==> src/rtl/instr_issue_if.sv <==
// instr_issue_if: fetch-side push and decode-side issue handshake of instr_issue_unit.
interface instr_issue_if;
  logic        in_valid;
  logic        in_ready;
  logic [31:0] in_instr;
  logic        out_valid;
  logic        out_ready;
  logic [6:0]  Opcode;
  logic [3:0]  Funct;
  modport master (output in_valid, in_instr, out_ready, input in_ready, out_valid, Opcode, Funct);
  modport slave  (input in_valid, in_instr, out_ready, output in_ready, out_valid, Opcode, Funct);
endinterface

==> src/rtl/instr_issue_unit.sv <==
// instr_issue_unit: instruction FIFO issuing Opcode/Funct to decode and halting on illegal opcodes until flush.
// ISSUE_STATS_EN adds saturating per-class issue counters; without it the cnt_* outputs are tied to 0.
module instr_issue_unit #(
  parameter int DEPTH = 4,
  parameter int CNT_W = 8
) (
  input  logic             clk,
  input  logic             reset,
  input  logic             flush,
  instr_issue_if.slave     bus,
  output logic             halted,
  output logic [CNT_W-1:0] cnt_r,
  output logic [CNT_W-1:0] cnt_ld,
  output logic [CNT_W-1:0] cnt_sd,
  output logic [CNT_W-1:0] cnt_beq
);
  localparam int AW = $clog2(DEPTH);
  localparam logic [0:0] RUN = 1'b0, HALT = 1'b1;
  localparam logic [6:0] OP_R = 7'b0110011, OP_LD = 7'b0000011, OP_SD = 7'b0100011, OP_BEQ = 7'b1100011;
  logic [11:0] mem [DEPTH];
  logic [AW-1:0] wp, rp;
  logic [AW:0] occ;
  logic [0:0] state;
  logic empty, full, push, pop, unused;
  logic [6:0] in_op;
  logic [11:0] head;
  assign in_op = bus.in_instr[6:0];
  assign empty = occ == '0;
  assign full = occ == (AW+1)'(DEPTH);
  assign head = mem[rp];
  assign bus.in_ready = !full && !flush;
  assign bus.out_valid = !empty && state == RUN;
  assign bus.Opcode = empty ? '0 : head[11:5];
  assign bus.Funct = empty ? '0 : head[4:1];
  assign halted = state == HALT;
  assign push = bus.in_valid && bus.in_ready;
  assign pop = bus.out_valid && bus.out_ready;
  assign unused = ^{bus.in_instr[31], bus.in_instr[29:15], bus.in_instr[11:7]};
  // entry layout: {opcode, funct, illegal}
  always_ff @(posedge clk)
    if (push) mem[wp] <= {in_op, bus.in_instr[30], bus.in_instr[14:12], !(in_op inside {OP_R, OP_LD, OP_SD, OP_BEQ})};
  always_ff @(posedge clk)
    if (reset || flush) begin
      wp <= '0;
      rp <= '0;
      occ <= '0;
      state <= RUN;
    end else begin
      if (push) wp <= wp + 1'b1;
      if (pop) rp <= rp + 1'b1;
      if (push != pop) occ <= push ? occ + 1'b1 : occ - 1'b1;
      if (pop && head[0]) state <= HALT;
    end
`ifdef ISSUE_STATS_EN
  logic [CNT_W-1:0] cnt [4];
  logic [3:0] hit;
  // illegal entries never match a class opcode, so they count nowhere
  always_comb hit = (pop && !flush) ? {head[11:5] == OP_BEQ, head[11:5] == OP_SD, head[11:5] == OP_LD, head[11:5] == OP_R} : 4'b0;
  always_ff @(posedge clk)
    for (int i = 0; i < 4; i++) cnt[i] <= reset ? '0 : (hit[i] && cnt[i] != '1) ? cnt[i] + 1'b1 : cnt[i];
  assign cnt_r = cnt[0];
  assign cnt_ld = cnt[1];
  assign cnt_sd = cnt[2];
  assign cnt_beq = cnt[3];
`else
  assign cnt_r = '0;
  assign cnt_ld = '0;
  assign cnt_sd = '0;
  assign cnt_beq = '0;
`endif
endmodule
==> src/flat_wrapper.sv <==
// flat-port wrapper written by rule: the top's interface ports become plain ports
module instr_issue_unit_flat 
#(
  parameter int DEPTH = 4,
  parameter int CNT_W = 8
)
  (clk, reset, flush, halted, cnt_r, cnt_ld, cnt_sd, cnt_beq, bus_in_valid, bus_in_instr, bus_out_ready, bus_in_ready, bus_out_valid, bus_Opcode, bus_Funct);
  instr_issue_if bus_i ();
  input  logic clk;
  input  logic reset;
  input  logic flush;
  output logic halted;
  output logic [CNT_W-1:0] cnt_r;
  output logic [CNT_W-1:0] cnt_ld;
  output logic [CNT_W-1:0] cnt_sd;
  output logic [CNT_W-1:0] cnt_beq;
  input wire logic [$bits(bus_i.in_valid)-1:0] bus_in_valid;
  input wire logic [$bits(bus_i.in_instr)-1:0] bus_in_instr;
  input wire logic [$bits(bus_i.out_ready)-1:0] bus_out_ready;
  output wire logic [$bits(bus_i.in_ready)-1:0] bus_in_ready;
  output wire logic [$bits(bus_i.out_valid)-1:0] bus_out_valid;
  output wire logic [$bits(bus_i.Opcode)-1:0] bus_Opcode;
  output wire logic [$bits(bus_i.Funct)-1:0] bus_Funct;
  assign bus_i.in_valid = bus_in_valid;
  assign bus_i.in_instr = bus_in_instr;
  assign bus_i.out_ready = bus_out_ready;
  assign bus_in_ready = bus_i.in_ready;
  assign bus_out_valid = bus_i.out_valid;
  assign bus_Opcode = bus_i.Opcode;
  assign bus_Funct = bus_i.Funct;
  instr_issue_unit #(.DEPTH(DEPTH), .CNT_W(CNT_W)) u_core (.clk(clk), .reset(reset), .flush(flush), .bus(bus_i), .halted(halted), .cnt_r(cnt_r), .cnt_ld(cnt_ld), .cnt_sd(cnt_sd), .cnt_beq(cnt_beq));
endmodule
==> config.mk <==
export PLATFORM = sky130hd
export DESIGN_NAME = instr_issue_unit_flat
export DESIGN_NICKNAME = d
export VERILOG_FILES = /design/src/rtl/instr_issue_if.sv /design/src/rtl/instr_issue_unit.sv /design/src/flat_wrapper.sv
export SDC_FILE = /design/constraint.sdc
export NUM_CORES = 1
export LEC_CHECK = 0
export BUFFER_PORTS_ARGS = -buffer_cell sky130_fd_sc_hd__buf_2
export CORE_MARGIN = 4
export CORE_UTILIZATION = 46
export DETAILED_ROUTE_END_ITERATION = 10
export PLACE_DENSITY = 0.76
export SLEW_MARGIN = 20
export SYNTH_ARGS = -nofsm -noshare
export SYNTH_HDL_FRONTEND = slang
export SYNTH_SLANG_ARGS = --single-unit
==> constraint.sdc <==
create_clock -name clk -period 1.9 [get_ports clk]
set_clock_uncertainty 0.1 [all_clocks]
set_input_delay 0.19 -clock clk [delete_from_list [all_inputs] [get_ports clk]]
set_output_delay 0.19 -clock clk [all_outputs]
set_load 0.03 [all_outputs]
## After elaboration in Yosys (flattened, before gate mapping)

Memory sizes are Yosys's and may differ from the RTL's. A register that Yosys moved wholly into a read port is not among the register bits.
Cells that the tools add are included.

| operators by class | value |
|---|---|
| $add $sub $neg | 4 |
| eq/ne operators | 6 |
| muxes and demuxes | 7 |
| bitwise gates (word level) | 1 |
| reduce and logical (&&, ||, !) cells | 12 |

Operators by type and width:

| operator | number |
|---|---|
| $eq A7 B6 Y1 const B | 2 |
| $eq A7 B2 Y1 const B | 1 |
| $eq A7 B7 Y1 const B | 1 |
| $mux W7 | 1 |
| $logic_and A1 B1 Y1 | 5 |
| $add A2 B1 Y2 const B | 2 |
| $logic_not A1 Y1 | 4 |
| $mux W2 | 2 |
| $mux W4 | 1 |
| $reduce_bool A4 Y1 | 1 |
| $add A3 B1 Y3 const B | 1 |
| $eq A3 B3 Y1 const B | 1 |
| $logic_not A3 Y1 | 1 |
| $mux W3 | 1 |
| $sub A3 B1 Y3 const B | 1 |
| $mux W1 | 2 |
| $logic_or A1 B1 Y1 | 1 |
| $ne A1 B1 Y1 | 1 |
| $not A1 Y1 | 1 |

| storage, ports and cells | value |
|---|---|
| flip-flop bits (word level) | 8 |
| RAM bits | 48 |
| bits of input ports | 37 |
| output and inout port bits | 46 |
| logic and storage cells | 35 |
| memories kept | 1 |

Memory list:

| name | depth | bits a word | read ports | clocked after Yosys merged registers in | write ports | RTL line | RTL |
|---|---|---|---|---|---|---|---|
| u_core.mem | 4 | 12 | 1 | 1 | 1 | instr_issue_unit.sv:20 | `logic [11:0] mem [DEPTH];` |

## Logic depth before layout (Yosys ltp)

Gate-level depths: netlist of the first run.

| depth | value |
|---|---|
| depth in word-level cells | 6 |
| depth in mapped cells | 7 |
| depth with buffers taken out | 7 |

## Worst setup path before layout of the first run

Ideal clock, no wire load.

| timing | value |
|---|---|
| kind | reg-to-reg |
| start point | register u_core.occ[2] |
| end point | register u_core.occ[2] |
| setup time | 0.072 ns |
| arrival time | 1.875 ns |
| data required time | 1.728 ns |
| setup slack | -0.146 ns |
| cell stages (with the launch flop) | 8 |
| buffers on the path | 0 |
| period minus slack after synthesis | 2.046 ns |
| cell sequence | dfxtp_1 -> nor3b_2 -> nor2_2 -> xnor2_1 -> ha_1 -> or4_1 -> mux2i_1 -> mux2i_1 |

| between the ends | value |
|---|---|
| word-level cells in the longest chain between the ends | 5 |
| elaborated cells between the ends (all ways) | 12 |
| those cells by class | add/sub (2); eq/ne (2); mux (1); reduce/logical (7) |

RTL lines:

| what | RTL line | RTL |
|---|---|---|
| from (decl) | instr_issue_unit.sv:22 | `logic [AW:0] occ;` |
| from (signal assigned) | instr_issue_unit.sv:51 | `if (push != pop) occ <= push ? occ + 1'b1 : occ - 1'b1;` |
| branches (longest 5 deep; another with $sub A3 B1 Y3) | - |  |

Several ways; the timed one is not identified.
A chain may end at the register's enable or synchronous reset.

## Final worst setup path of the first run

| timing | value |
|---|---|
| start point | register u_core.occ[1] |
| end point | register u_core.occ[2] |

The elaborated chain is that of the path after synthesis.

==> impl_metrics.json, run 1 <==
{
  "drt_iter0_drc": 76,
  "grt_usage_pct": 14.2,
  "synthArstFlopShare_pct": 0,
  "synth_top_cell_by_area": "edfxtp_1",
  "cp-end-kind": "flop",
  "path_cells": "nor3b_4 -> nor2_4 -> xnor2_1 -> ha_2 -> or4_4 -> mux2i_4 -> mux2i_1",
  "postSynthCellCount": 176,
  "yosys.area_share.simple_pct": 10.3,
  "setup_tns_ps": -457,
  "critPathMaxFanout": 2,
  "clkSlewWorstSetupHoldPaths_ps": 60,
  "r2r-end": "u_core.occ[2]",
  "portBuffers": 29,
  "rsz0062_at_grt": "true",
  "crit_buf_inv": 0,
  "nFillCells": 404,
  "synth.most_common_cell": "edfxtp_1",
  "overflow": 0,
  "hp-class": "input pin to flop",
  "yosysTopAreaCellShare_pct": 54.2,
  "final_area_sq_mm": 0.00340,
  "cts_tree": "yes",
  "ant_nets": 0,
  "worst_setup_path_start_kind": "flop",
  "place_congestion": 0.785,
  "dp_hpwl_microns": 2950,
  "place_area_sq_mm": 0.00287,
  "worst_slack_ps": -64.9,
  "area_delta_synth_final_pct": 27.8,
  "synthTopCellsByCount": "48 x edfxtp_1, 33 x buf_4, 12 x mux4_2, 11 x and2_1, 11 x nor2_1",
  "synth_compound_area_share_pct": 2.73,
  "cp.required_ps": 2050,
  "synth_warnings": 0,
  "synth_edf_count": 48,
  "synth.distinct_cells": 35,
  "synth.avg_cell_area_sq_um": 15.1,
  "ys_seq_area_share_pct": 61.7,
  "multiInputGateArea_sq_um": 926,
  "r2r-start": "u_core.occ[1]",
  "drive_above_1_share_pct": 42.0,
  "grt_max_degree": 13,
  "core_area_sq_mm": 0.00554,
  "utilization_pct": 61.3,
  "synth-main-ff-cell": "edfxtp_1",
  "synth_top_family_by_area": "multiplexers",
  "setup_violations": 12,
  "synth_mux_area_share_pct": 10.9,
  "timing.final.crit_share_pct": 103,
  "synthAdderAreaFrac_pct": 2.73,
  "crit_arrival_ps": 2120,
  "cts_sinks": 58,
  "layout.nets": 280,
  "status": "finished, violations left",
  "start_util_pct": 48.0,
  "finalPower_mw": 3.00,
  "grt_pass1_vias": 1514,
  "path_class": "flop to flop",
  "leakage_nw": 1.29,
  "io_pins": 83,
  "violations": "setup timing",
  "regArea_sq_mm": 0.00165,
  "fp.dieW_microns": 84.0,
  "avgViaCountPerCell": 4.78,
  "peakVddDrop_uv": 868,
  "synth_xor_xnor_area_share_pct": 1.32,
  "crit_slowest_cell": "or4_4",
  "vias": 1505,
  "die_area_sq_mm": 0.00706,
  "min_delay_path_depth": 3,
  "synth.area.top_cells": "edfxtp_1 54%, mux4_2 10%, buf_4 9.3%",
  "ff2ff_path_depth": 7,
  "hold_start": "reset",
  "grt_first_pass_wirelength_microns": 7540,
  "timing.final.crit_period_ps": 1960,
  "antenna_found_initial": 0,
  "slew_violations": 0,
  "ys_ff_latch": 58,
  "worst_path_dominant_cell_family": "simple AND/OR/NAND/NOR gates",
  "wl_microns": 4770,
  "clk-insertion-delay-late_ps": 320,
  "synthesis.area_sq_mm": 0.00266,
  "cts.htree.levels": 3,
  "rrSetupSlack_ps": -60,
  "cts_buffer_depth": 2,
  "critPathMaxStageDelay_ps": 490,
  "hold_violations": 0,
  "rows": 27,
  "antennaDiodeCount": 0,
  "fp.dieH_microns": 84.0,
  "fmax_mhz": 509,
  "power_density_mw_per_mm2": 883,
  "remaining_drc_errors": 0,
  "drv_cap": 0,
  "cts_made_buffers": 9,
  "min_to": "u_core.occ[2]",
  "cts-root-buf": "clkbuf_8",
  "firstDrtPassIters": 4,
  "post_drt_wl_per_cell_microns": 15.1
}
## power by group
part           total, mW  leakage (nW)  internal [mW]  switching, mW
logic              0.399         0.657          0.165          0.234
clock network       1.20         0.105          0.729          0.467
registers           1.40         0.523           1.40        0.00925
## cell type report
cell class                 instances  area share [%]
sequential                        58            48.6
multi-input combinational        110            27.2
timing repair buffer              56            15.0
clock buffer                      10            3.76
tap                               72            2.65
clock inverter                     6            2.39
inverter                           3           0.331
## layout by cell type (no fill, tap or decap), types with 2 or more instances in the layout
cell / synthesis / routed
edfxtp_1: 48 / 48
nor2_1: 11 / 11
and3_2: 4 / 4
xnor2_1: 3 / 3
nand2_1: 3 / 3
buf_2: 0 / 18
mux4_2: 12 / 12
and2_4: 0 / 11
conb_1: 1 / 32
buf_12: 0 / 2
dfxtp_2: 0 / 2
buf_6: 0 / 12
bufinv_16: 0 / 2
a21oi_1: 3 / 3
nor3_1: 2 / 2
clkinv_1: 0 / 2
clkbuf_8: 0 / 9
dfxtp_4: 0 / 2
o21ai_0: 2 / 2
dfxtp_1: 10 / 6
buf_4: 33 / 11
ha_1: 5 / 4
nand2b_1: 2 / 2
dlygate4sd3_1: 0 / 11
inv_1: 3 / 3
## layer usage
metal	routed length, microns	global-route usage, %
met1	1930	16.8
met2	2450	23.5
met3	292	3.95
met4	98	7.02
met5	0	0
## stage by stage
stage                     hold slack, ps  std cells  setup slack, ps
final                               50.3        315            -64.9
after global routing                55.1        315             -139
after CTS                           26.0        313            -73.8
after detailed placement             310        283            -72.1
after global placement               307        283            -69.3
after floorplan                      189        207            -41.8
## flip-flops by register name, indices dropped and copies added, names as in the netlist, named ones only
signal / cells
u_core.mem: 48
u_core.halted: 1
u_core.wp: 2
u_core.rp: 2
u_core.occ: 3
## cells by family after synthesis
group / count (synthesis)
AOI/OAI and AO/OA: 9
xor gates and xnor gates: 4
adders and majority gates: 6
buffers and inverters: 39
DFF: 58
muxes: 14
other: 1
and+or+nand+nor: 45
## how the worst max path moves through the flow
stage / from / to / slack (ps) / cells past startpoint
global route: u_core.occ[1] / u_core.occ[2] / -140 / 7
floorplan: u_core.occ[1] / u_core.occ[2] / -40 / 7
global placement: u_core.occ[1] / u_core.occ[2] / -70 / 7
detailed placement: u_core.occ[1] / u_core.occ[2] / -70 / 7
finish: u_core.occ[1] / u_core.occ[2] / -60 / 7
CTS: u_core.occ[0] / u_core.occ[2] / -70 / 7
## tightest hold or removal path, delay by kind of cell
family	cells	cell delay [ps]
mux	1	50
simple gates	1	100
buf+inv	1	90
## timing repair
action / in CTS / in global routing
hold endpoints to repair: 44 / 0
setup buffers: 2 / 1
gates cloned: 1 / 1
setup endpoints to repair: 12 / 12
gates resized for setup: 38 / 6
pin swaps: 7 / 5
hold buffers: 11 / 0
No activity file was read; power rests on OpenSTA's default activity.
==> run 2: changes to the inputs <==
CORE_ASPECT_RATIO = 1.2   (was default)
==> run 2 against run 1 <==
The run still ends with setup timing left. Sequential power about the same. Global-route usage up 0.43 points. Via count decreased by 0.20%. Cell area down 2.9%. Critical endpoint unchanged. Largest cell class unchanged. Largest power group unchanged. Highest routed layer unchanged.
==> impl_metrics.json, run 2 (synthesized netlist as in run 1, its figures left out) <==
{
  "status": "finished, violations left",
  "violations": "setup timing",
  "power_density_mw_per_mm2": 826,
  "dp_hpwl_microns": 3110,
  "crit_slowest_cell": "or4_1",
  "grt_max_degree": 13,
  "place_congestion": 0.842,
  "path_cells": "nor3b_4 -> nor2_4 -> xnor2_1 -> ha_2 -> or4_1 -> mux2i_1 -> mux2i_1",
  "worst_path_dominant_cell_family": "simple AND/OR/NAND/NOR gates",
  "layout.nets": 280,
  "p_sw_mw": 0.663,
  "firstDrtPassIters": 4,
  "fmax_mhz": 513,
  "peakVddDrop_uv": 359,
  "drv_cap": 0,
  "drt_iter0_drc": 125,
  "nFillCells": 417,
  "cts_tree": "yes",
  "cts_made_buffers": 9,
  "hp-class": "input pin to flop",
  "grt_first_pass_wirelength_microns": 7620,
  "portBuffers": 29,
  "antennaDiodeCount": 0,
  "fp.dieW_microns": 77.4,
  "antenna_found_initial": 0,
  "remaining_drc_errors": 0,
  "overflow": 0,
  "internal-power_mw": 2.06,
  "timing.final.crit_period_ps": 1950,
  "path_class": "flop to flop",
  "switching_share_pct": 24.3,
  "fp.dieH_microns": 91.3,
  "core_area_sq_mm": 0.00563,
  "io_pins": 83,
  "timing.final.crit_share_pct": 103,
  "p_comb_share_pct": 14.1,
  "rows": 30,
  "critPathMaxFanout": 2,
  "start_util_pct": 47.2,
  "die_area_sq_mm": 0.00707,
  "wl_microns": 4610,
  "cp-end-kind": "flop",
  "grt_usage_pct": 14.6,
  "slew_violations": 0,
  "seqPwrFrac_pct": 51.6,
  "place_ws_ps": -50.7,
  "largest-register": "u_core.mem",
  "fin_hold_ws_ps": 58.0,
  "rsz0062_at_grt": "true",
  "worst_slack_ps": -51.1,
  "cts-root-buf": "clkbuf_8",
  "layout_commonest_cell": "edfxtp_1",
  "leakage_nw": 1.25,
  "largestRegisters": "u_core.mem: 48 flops, u_core.occ: 3 flops",
  "cts_buffer_depth": 2,
  "crit_arrival_ps": 2090,
  "drive_above_1_share_pct": 39.9,
  "most-common-layout-cells": "48 x edfxtp_1, 32 x conb_1, 18 x buf_2, 14 x buf_6, 12 x mux4_2",
  "critPathMaxStageDelay_ps": 470,
  "crit_buf_inv": 0,
  "worst_setup_path_start_kind": "flop",
  "ant_nets": 0,
  "setup_violations": 12,
  "largest_reg_flops": 48,
  "cts_sinks": 58,
  "cp.required_ps": 2040,
  "crit_top_cell": "mux2i_1",
  "grt_pass1_vias": 1524,
  "avgViaCountPerCell": 4.89,
  "hold_violations": 0,
  "post_drt_wl_per_cell_microns": 15.0,
  "area_delta_synth_final_pct": 24.1,
  "clkSlewWorstSetupHoldPaths_ps": 60,
  "cts.htree.levels": 3,
  "clock_power_share_pct": 34.3,
  "vias": 1502,
  "clk-insertion-delay-late_ps": 310
}
-- run 2: cell count changes in the layout (fill, tap and decap cells not counted), sizes merged --
cell and change:
bufinv -2, buf +1, clkinv -4, clkbuf +5
-- run 2: path summary, 6_finish.rpt --
check	start	end	slack (ps)	cells past startpoint
setup / recovery	u_core.occ[1]	u_core.occ[2]	-50	7
setup reg to reg	u_core.occ[1]	u_core.occ[2]	-50	7
hold / removal	reset	u_core.occ[2]	60	3
hold reg to reg	u_core.rp[0]	u_core.rp[0]	450	2
-- run 2: final cells by class --
cell class                      count  area [sq um]  share of cell area [%]
Clock buffer                       16           160                    4.85
Sequential cell                    58          1650                    50.0
Timing Repair Buffer               56           480                    14.6
Inverter                            3          11.3                   0.341
Multi-Input combinational cell    110           917                    27.8
Tap cell                           64          80.1                    2.43
-- run 2: through the flow --
stage          cell area [sq um]  util, %  power (mW)  setup TNS [ps]  std cells
6_report                    3300     58.6        2.72            -111        307
5_1_grt                     3300     58.6        2.85            -790        307
3_5_place_dp                2870     51.0        1.75           -50.7        277
3_3_place_gp                2870     51.0        1.74           -24.8        277
4_1_cts                     3330     59.2        2.75            -767        309
2_1_floorplan               2800        -        1.70           -41.8        207
-- run 2: metal layers --
| metal | up-vias | track usage, % | part of all wire, % |
|---|---|---|---|
| met3 | 5 | 4.46 | 5.4 |
| met2 | 61 | 24.6 | 52 |
| met1 | 735 | 17.1 | 41 |
| met4 | 0 | 6.23 | 1.3 |
| li1 | 701 | - | - |
| met5 | - | 0 | 0 |
-- run 2: worst register-to-register path: cells and delay by family, from the launching register on --
family | cells | cell delay (ps)
and+or+nand+nor | 3 | 770
muxes | 2 | 360
DFF | 1 | 350
adders and majority gates | 1 | 170
xor gates and xnor gates | 1 | 130
-- run 2: timing repair --
item / in CTS / in global routing
buffers inserted: 4 / 0
pin swaps: 13 / 10
setup endpoints to repair: 12 / 13
gates cloned: 1 / 0
endpoints found under the hold margin: 40 / 0
hold buffers: 11 / 0
resized for setup: 41 / 3
-- run 2: power by group through the flow --
stage / clock network (mW) / logic, mW / registers, mW
after detailed placement: 0 / 0.313 / 1.43
after CTS: 0.956 / 0.387 / 1.40
final: 0.936 / 0.384 / 1.40
after floorplan: 0 / 0.268 / 1.43
after global placement: 0 / 0.308 / 1.43
after global routing: 1.03 / 0.411 / 1.41
